### config.mk
export PLATFORM = sky130hd
export DESIGN_NAME = mem_port_arbiter
export DESIGN_NICKNAME = d
export VERILOG_FILES = /design/src/rtl/mem_port_arbiter.sv
export SDC_FILE = /design/constraint.sdc
export NUM_CORES = 1
export LEC_CHECK = 0
export BUFFER_PORTS_ARGS = -buffer_cell sky130_fd_sc_hd__buf_2
export CAP_MARGIN = 10
export CORE_ASPECT_RATIO = 1.2
export CORE_MARGIN = 10
export CORE_UTILIZATION = 43
export CTS_BUF_LIST = sky130_fd_sc_hd__clkbuf_8
export DETAILED_ROUTE_END_ITERATION = 8
export HOLD_SLACK_MARGIN = 0.03
export PLACE_DENSITY = 0.78
export SLEW_MARGIN = 10
export SYNTH_ARGS = -nofsm -noshare
export SYNTH_HDL_FRONTEND = slang
export SYNTH_SLANG_ARGS = --single-unit
### constraint.sdc
create_clock -name clk -period 1.3 [get_ports clk]
set_input_delay 0 -clock clk [delete_from_list [all_inputs] [get_ports clk]]
set_output_delay 0 -clock clk [all_outputs]
set_load 0.02 [all_outputs]
### src/rtl/mem_port_arbiter.sv
// Shares one variable-latency memory bus between instruction fetch and load/store.
// Optional IF starvation guard enabled by defining MEMARB_STARVE_GUARD_EN.
module mem_port_arbiter #(
    parameter int unsigned ADDR_W       = 32,
    parameter int unsigned DATA_W       = 32,
    parameter int unsigned STARVE_LIMIT = 4
) (
    input  logic                clk,
    input  logic                rst,
    input  logic                if_req,
    input  logic [ADDR_W-1:0]   if_addr,
    output logic [DATA_W-1:0]   if_rdata,
    output logic                if_valid,
    output logic                if_stall,
    input  logic                mem_req,
    input  logic                mem_we,
    input  logic [ADDR_W-1:0]   mem_addr,
    input  logic [DATA_W-1:0]   mem_wdata,
    input  logic [DATA_W/8-1:0] mem_wmask,
    output logic [DATA_W-1:0]   mem_rdata,
    output logic                mem_valid,
    output logic                mem_stall,
    output logic                bus_req,
    output logic                bus_we,
    output logic [ADDR_W-1:0]   bus_addr,
    output logic [DATA_W-1:0]   bus_wdata,
    output logic [DATA_W/8-1:0] bus_wmask,
    input  logic                bus_ready,
    input  logic                bus_rvalid,
    input  logic [DATA_W-1:0]   bus_rdata
);

    localparam int unsigned MASK_W = DATA_W / 8;

    typedef enum logic [2:0] {
        IDLE,
        I_REQ,
        I_WAIT,
        D_REQ,
        D_WAIT
    } state_e;

    state_e              state_q, state_d;
    logic                bus_req_q, bus_req_d;
    logic                bus_we_q, bus_we_d;
    logic [ADDR_W-1:0]   bus_addr_q, bus_addr_d;
    logic [DATA_W-1:0]   bus_wdata_q, bus_wdata_d;
    logic [MASK_W-1:0]   bus_wmask_q, bus_wmask_d;
    logic [DATA_W-1:0]   if_rdata_q, if_rdata_d;
    logic                if_valid_q, if_valid_d;
    logic [DATA_W-1:0]   mem_rdata_q, mem_rdata_d;
    logic                mem_valid_q, mem_valid_d;
    logic                grant_if, grant_mem;
    logic                force_if;

    assign grant_if  = (state_q == IDLE) && if_req && (!mem_req || force_if);
    assign grant_mem = (state_q == IDLE) && mem_req && !grant_if;

`ifdef MEMARB_STARVE_GUARD_EN
    localparam int unsigned CNT_W =
        ($clog2(STARVE_LIMIT + 1) > 3) ? $clog2(STARVE_LIMIT + 1) : 3;

    logic [CNT_W-1:0] starve_q, starve_d;

    assign force_if = (starve_q == CNT_W'(STARVE_LIMIT));

    always_comb begin
        starve_d = starve_q;
        if (!if_req || grant_if) begin
            starve_d = '0;
        end else if (grant_mem && !force_if) begin
            starve_d = starve_q + 1'b1;
        end
    end

    always_ff @(posedge clk) begin
        if (rst) begin
            starve_q <= '0;
        end else begin
            starve_q <= starve_d;
        end
    end
`else
    logic unused_limit;
    assign unused_limit = |STARVE_LIMIT;
    assign force_if     = 1'b0;
`endif

    always_comb begin
        state_d     = state_q;
        bus_we_d    = bus_we_q;
        bus_addr_d  = bus_addr_q;
        bus_wdata_d = bus_wdata_q;
        bus_wmask_d = bus_wmask_q;
        if_rdata_d  = if_rdata_q;
        mem_rdata_d = mem_rdata_q;
        if_valid_d  = 1'b0;
        mem_valid_d = 1'b0;

        unique case (state_q)
            IDLE: begin
                if (grant_mem) begin
                    bus_we_d    = mem_we;
                    bus_addr_d  = mem_addr;
                    bus_wdata_d = mem_wdata;
                    bus_wmask_d = mem_wmask;
                    state_d     = D_REQ;
                end else if (grant_if) begin
                    bus_we_d    = 1'b0;
                    bus_addr_d  = if_addr;
                    bus_wdata_d = '0;
                    bus_wmask_d = '0;
                    state_d     = I_REQ;
                end
            end
            // Accept and response in the same cycle completes the transfer at once.
            I_REQ: begin
                if (bus_ready) begin
                    if (bus_rvalid) begin
                        if_rdata_d = bus_rdata;
                        if_valid_d = 1'b1;
                        state_d    = IDLE;
                    end else begin
                        state_d = I_WAIT;
                    end
                end
            end
            I_WAIT: begin
                if (bus_rvalid) begin
                    if_rdata_d = bus_rdata;
                    if_valid_d = 1'b1;
                    state_d    = IDLE;
                end
            end
            D_REQ: begin
                if (bus_ready) begin
                    if (bus_rvalid) begin
                        mem_rdata_d = bus_rdata;
                        mem_valid_d = 1'b1;
                        state_d     = IDLE;
                    end else begin
                        state_d = D_WAIT;
                    end
                end
            end
            D_WAIT: begin
                if (bus_rvalid) begin
                    mem_rdata_d = bus_rdata;
                    mem_valid_d = 1'b1;
                    state_d     = IDLE;
                end
            end
            default: state_d = IDLE;
        endcase

        bus_req_d = (state_d == I_REQ) || (state_d == D_REQ);
    end

    always_ff @(posedge clk) begin
        if (rst) begin
            state_q     <= IDLE;
            bus_req_q   <= 1'b0;
            bus_we_q    <= 1'b0;
            bus_addr_q  <= '0;
            bus_wdata_q <= '0;
            bus_wmask_q <= '0;
            if_rdata_q  <= '0;
            if_valid_q  <= 1'b0;
            mem_rdata_q <= '0;
            mem_valid_q <= 1'b0;
        end else begin
            state_q     <= state_d;
            bus_req_q   <= bus_req_d;
            bus_we_q    <= bus_we_d;
            bus_addr_q  <= bus_addr_d;
            bus_wdata_q <= bus_wdata_d;
            bus_wmask_q <= bus_wmask_d;
            if_rdata_q  <= if_rdata_d;
            if_valid_q  <= if_valid_d;
            mem_rdata_q <= mem_rdata_d;
            mem_valid_q <= mem_valid_d;
        end
    end

    assign bus_req   = bus_req_q;
    assign bus_we    = bus_we_q;
    assign bus_addr  = bus_addr_q;
    assign bus_wdata = bus_wdata_q;
    assign bus_wmask = bus_wmask_q;
    assign if_rdata  = if_rdata_q;
    assign if_valid  = if_valid_q;
    assign mem_rdata = mem_rdata_q;
    assign mem_valid = mem_valid_q;

    // Stalls are held low during reset so every output reads 0 while rst is high.
    assign if_stall  = if_req && !if_valid_q && !rst;
    assign mem_stall = mem_req && !mem_valid_q && !rst;

endmodule

==> flow_metrics.tcl <==
set metrics [dict create \
    fin_crit_sh_pct 117 \
    fp.dieW_um 126 \
    grt_pass1_wl_mm 37.1 \
    netlist_area_sq_mm 0.00582 \
    synth_top_area_cell "dfxtp_1" \
    clock-root-buffer "clkbuf_8" \
    syn2layout_area_growth_pct 74.6 \
    cts_tree "done" \
    p_leak_nw 4.65 \
    grt_antenna_before_repair 2 \
    p_per_area_mw_per_mm2 1190 \
    via_per_inst 5.48 \
    nets 1169 \
    hold_viol 0 \
    slew_headroom_pct 75.2 \
    synth-seq-cells 139 \
    place_congestion 0.781 \
    overflow 0 \
    maxUsedRoutingLayer "met4" \
    post-dp-hpwl_mm 12.8 \
    vias 6636 \
    die_area_sq_mm 0.0186 \
    finalWirelength_mm 26.4 \
    grt_max_degree 49 \
    cts_buffers 17 \
    drtIter0Drc 581 \
    final_antenna_net_count 0 \
    cts.clk_slew.worst_paths_ns 0.08 \
    yosysTopAreaCellShare_pct 47.8 \
    power_mw 12.1 \
    synthTopCellsByArea "dfxtp_1, mux2i_1, nand2b_1" \
    final.min_clock_period_ns 1.52 \
    fp.dieH_um 147 \
    maxCapViolations 0 \
    avgSynthCellArea_sq_um 9.76 \
    failed_checks "setup timing" \
    clock-skew-final_ns 0.0159 \
    setup_viol 133 \
    cts_buffer_depth 2 \
    ir_drop_mv 0.693 \
    layout-drive-gt1-share_pct 45.7 \
    drt_pass1_iterations 5 \
    ys_seq_area_share_pct 47.8 \
    drc 0 \
    outcome "finished, violations left" \
    io_pins 277 \
    fmax_ghz 0.658 \
    worstHoldPathType "in2reg" \
    synthCells 596 \
    grt_use_total_pct 24.2 \
    yosysWarnings 0 \
    rsz0062_at_grt "true" \
    fin_setup_tns_ns -11.14 \
    wl_met3_mm 2.71 \
    start_util_pct 44.0 \
    place_area_sq_mm 0.00749 \
    dr_wl_met2_mm 12.8 \
    arrival_ns 1.85 \
    io_buffers 276 \
    drt-met1-wl_mm 9.54 \
    setup_slack_ns -0.220 \
    postLayoutCoreUtil_pct 76.8 \
    clkLatencyLatePin_ns 0.44 \
    core_area_sq_mm 0.0132 \
    fillers 786 \
    worstMarginPinSlew_ns 0.371 \
    ys_types 32 \
    critical_path_class "reg2reg" \
    post-place-ws_ns -0.184 \
    post_drt_wl_per_cell_um 21.8 \
    syn-num-nets 735 \
    stdcell_area_sq_mm 0.0102 \
    crit_fanout 8 \
    cp-start-kind "flop" \
    slew_violations 0 \
    crit_required_ns 1.63 \
    cp-end-kind "flop" \
    cts.sinks 139 \
    rows 46 \
    grt_pass1_vias 6916 \
    htree_levels 4 \
]
[power breakdown]
group / leakage (nW) / total, mW / switching [mW] / internal [mW]
logic: 3.31 / 3.62 / 1.86 / 1.76
clock network: 0.206 / 3.70 / 1.80 / 1.90
registers: 1.14 / 4.81 / 0.232 / 4.57
[flip-flops by register name, summed over array words and instances (netlist names), 3 cells and up]
register	count
bus_wdata	32
state_q	3
bus_addr	32
bus_wmask	4
mem_rdata	32
if_rdata	32
[per-stage QoR]
step | hold WS [ns] | std cells
after floorplan | 0.0793 | 596
after global placement | 0.232 | 1015
after detailed placement | 0.237 | 1015
after CTS | 0.0221 | 1205
after global routing | 0.0658 | 1212
final | 0.0632 | 1212
[cell families (layout without fill, tap and decap cells)]
logic type / count (synthesis) / in the layout / synth area share, %
other: 0 / 2 / 0
AND/OR/NAND/NOR: 157 / 159 / 17.5
multiplexers: 64 / 64 / 11.0
AO/OA/AOI/OAI: 176 / 176 / 17.4
buffers and inverters: 60 / 504 / 6.28
flip-flops: 139 / 139 / 47.8
[critical path, stage by stage, from the launching register on]
cell	delay, ns
dfxtp_4	0.37
buf_6	0.12
nor3_4	0.20
buf_12	0.19
clkbuf_16	0.18
a21oi_1	0.10
a211oi_1	0.25
[cell usage in the layout (no fill, tap or decap), types with 10 or more instances in the layout]
cell,Yosys,routed
a211oi_2,0,19
a21oi_2,0,21
dlygate4sd3_1,0,139
buf_12,3,20
nand2b_1,61,61
o21ai_1,3,27
buf_4,2,16
mux2i_1,64,62
or2b_2,37,37
dfxtp_1,139,136
a21oi_1,70,40
o21ai_0,37,10
o22ai_1,30,30
a211oi_1,30,11
buf_2,7,275
clkbuf_8,0,17
nand2_1,37,32
[layout make-up]
cell class / count / area (sq um) / share of cell area [%]
multi-input cells: 399 / 3060 / 30.1
diodes: 2 / 5.00 / 0.0492
repair buffers: 471 / 3680 / 36.2
clock inverters: 14 / 170 / 1.67
inverters: 2 / 7.51 / 0.0739
clock buffers: 17 / 234 / 2.30
flip-flops and latches: 139 / 2790 / 27.5
well taps: 168 / 210 / 2.07
[Yosys cell counts (all sizes together)]
library cell	n
o21a	1
dfxtp	139
or2	1
a2111oi	1
nor3	5
nor3b	2
buf	22
a211o	1
a211oi	30
nor2b	2
a21oi	70
and2b	1
and4b	1
nand2	37
a311oi	1
or3	1
nand2b	61
o21ai	40
inv	2
nand3b	1
nor2	7
or2b	37
a32oi	2
o22ai	30
nor4b	1
clkbuf	36
mux2i	64
[per-layer routing]
metal,global-route usage (%),vias to the layer above
met5,0,-
met4,11.0,0
met3,9.91,117
met2,40.4,472
met1,26.3,3089
li1,-,2958
[path summary, 6_finish.rpt]
kind         cells past startpoint             to          start  slack, ns
min                              3      mem_valid            rst       0.06
max                              6   bus_addr[28]     state_q[2]      -0.22
max reg2reg                      6   bus_addr[28]     state_q[2]      -0.22
min reg2reg                      2  mem_rdata[10]  mem_rdata[10]       0.47
[repair_timing]
action	CTS	global route
hold buffers	139	0
buffers inserted	12	1
hold endpoints to repair	135	0
pin swaps	26	30
setup endpoints to repair	134	134
gates cloned	10	7
gates resized for setup	36	92
Note: power is estimated with default switching activity, not from simulation.
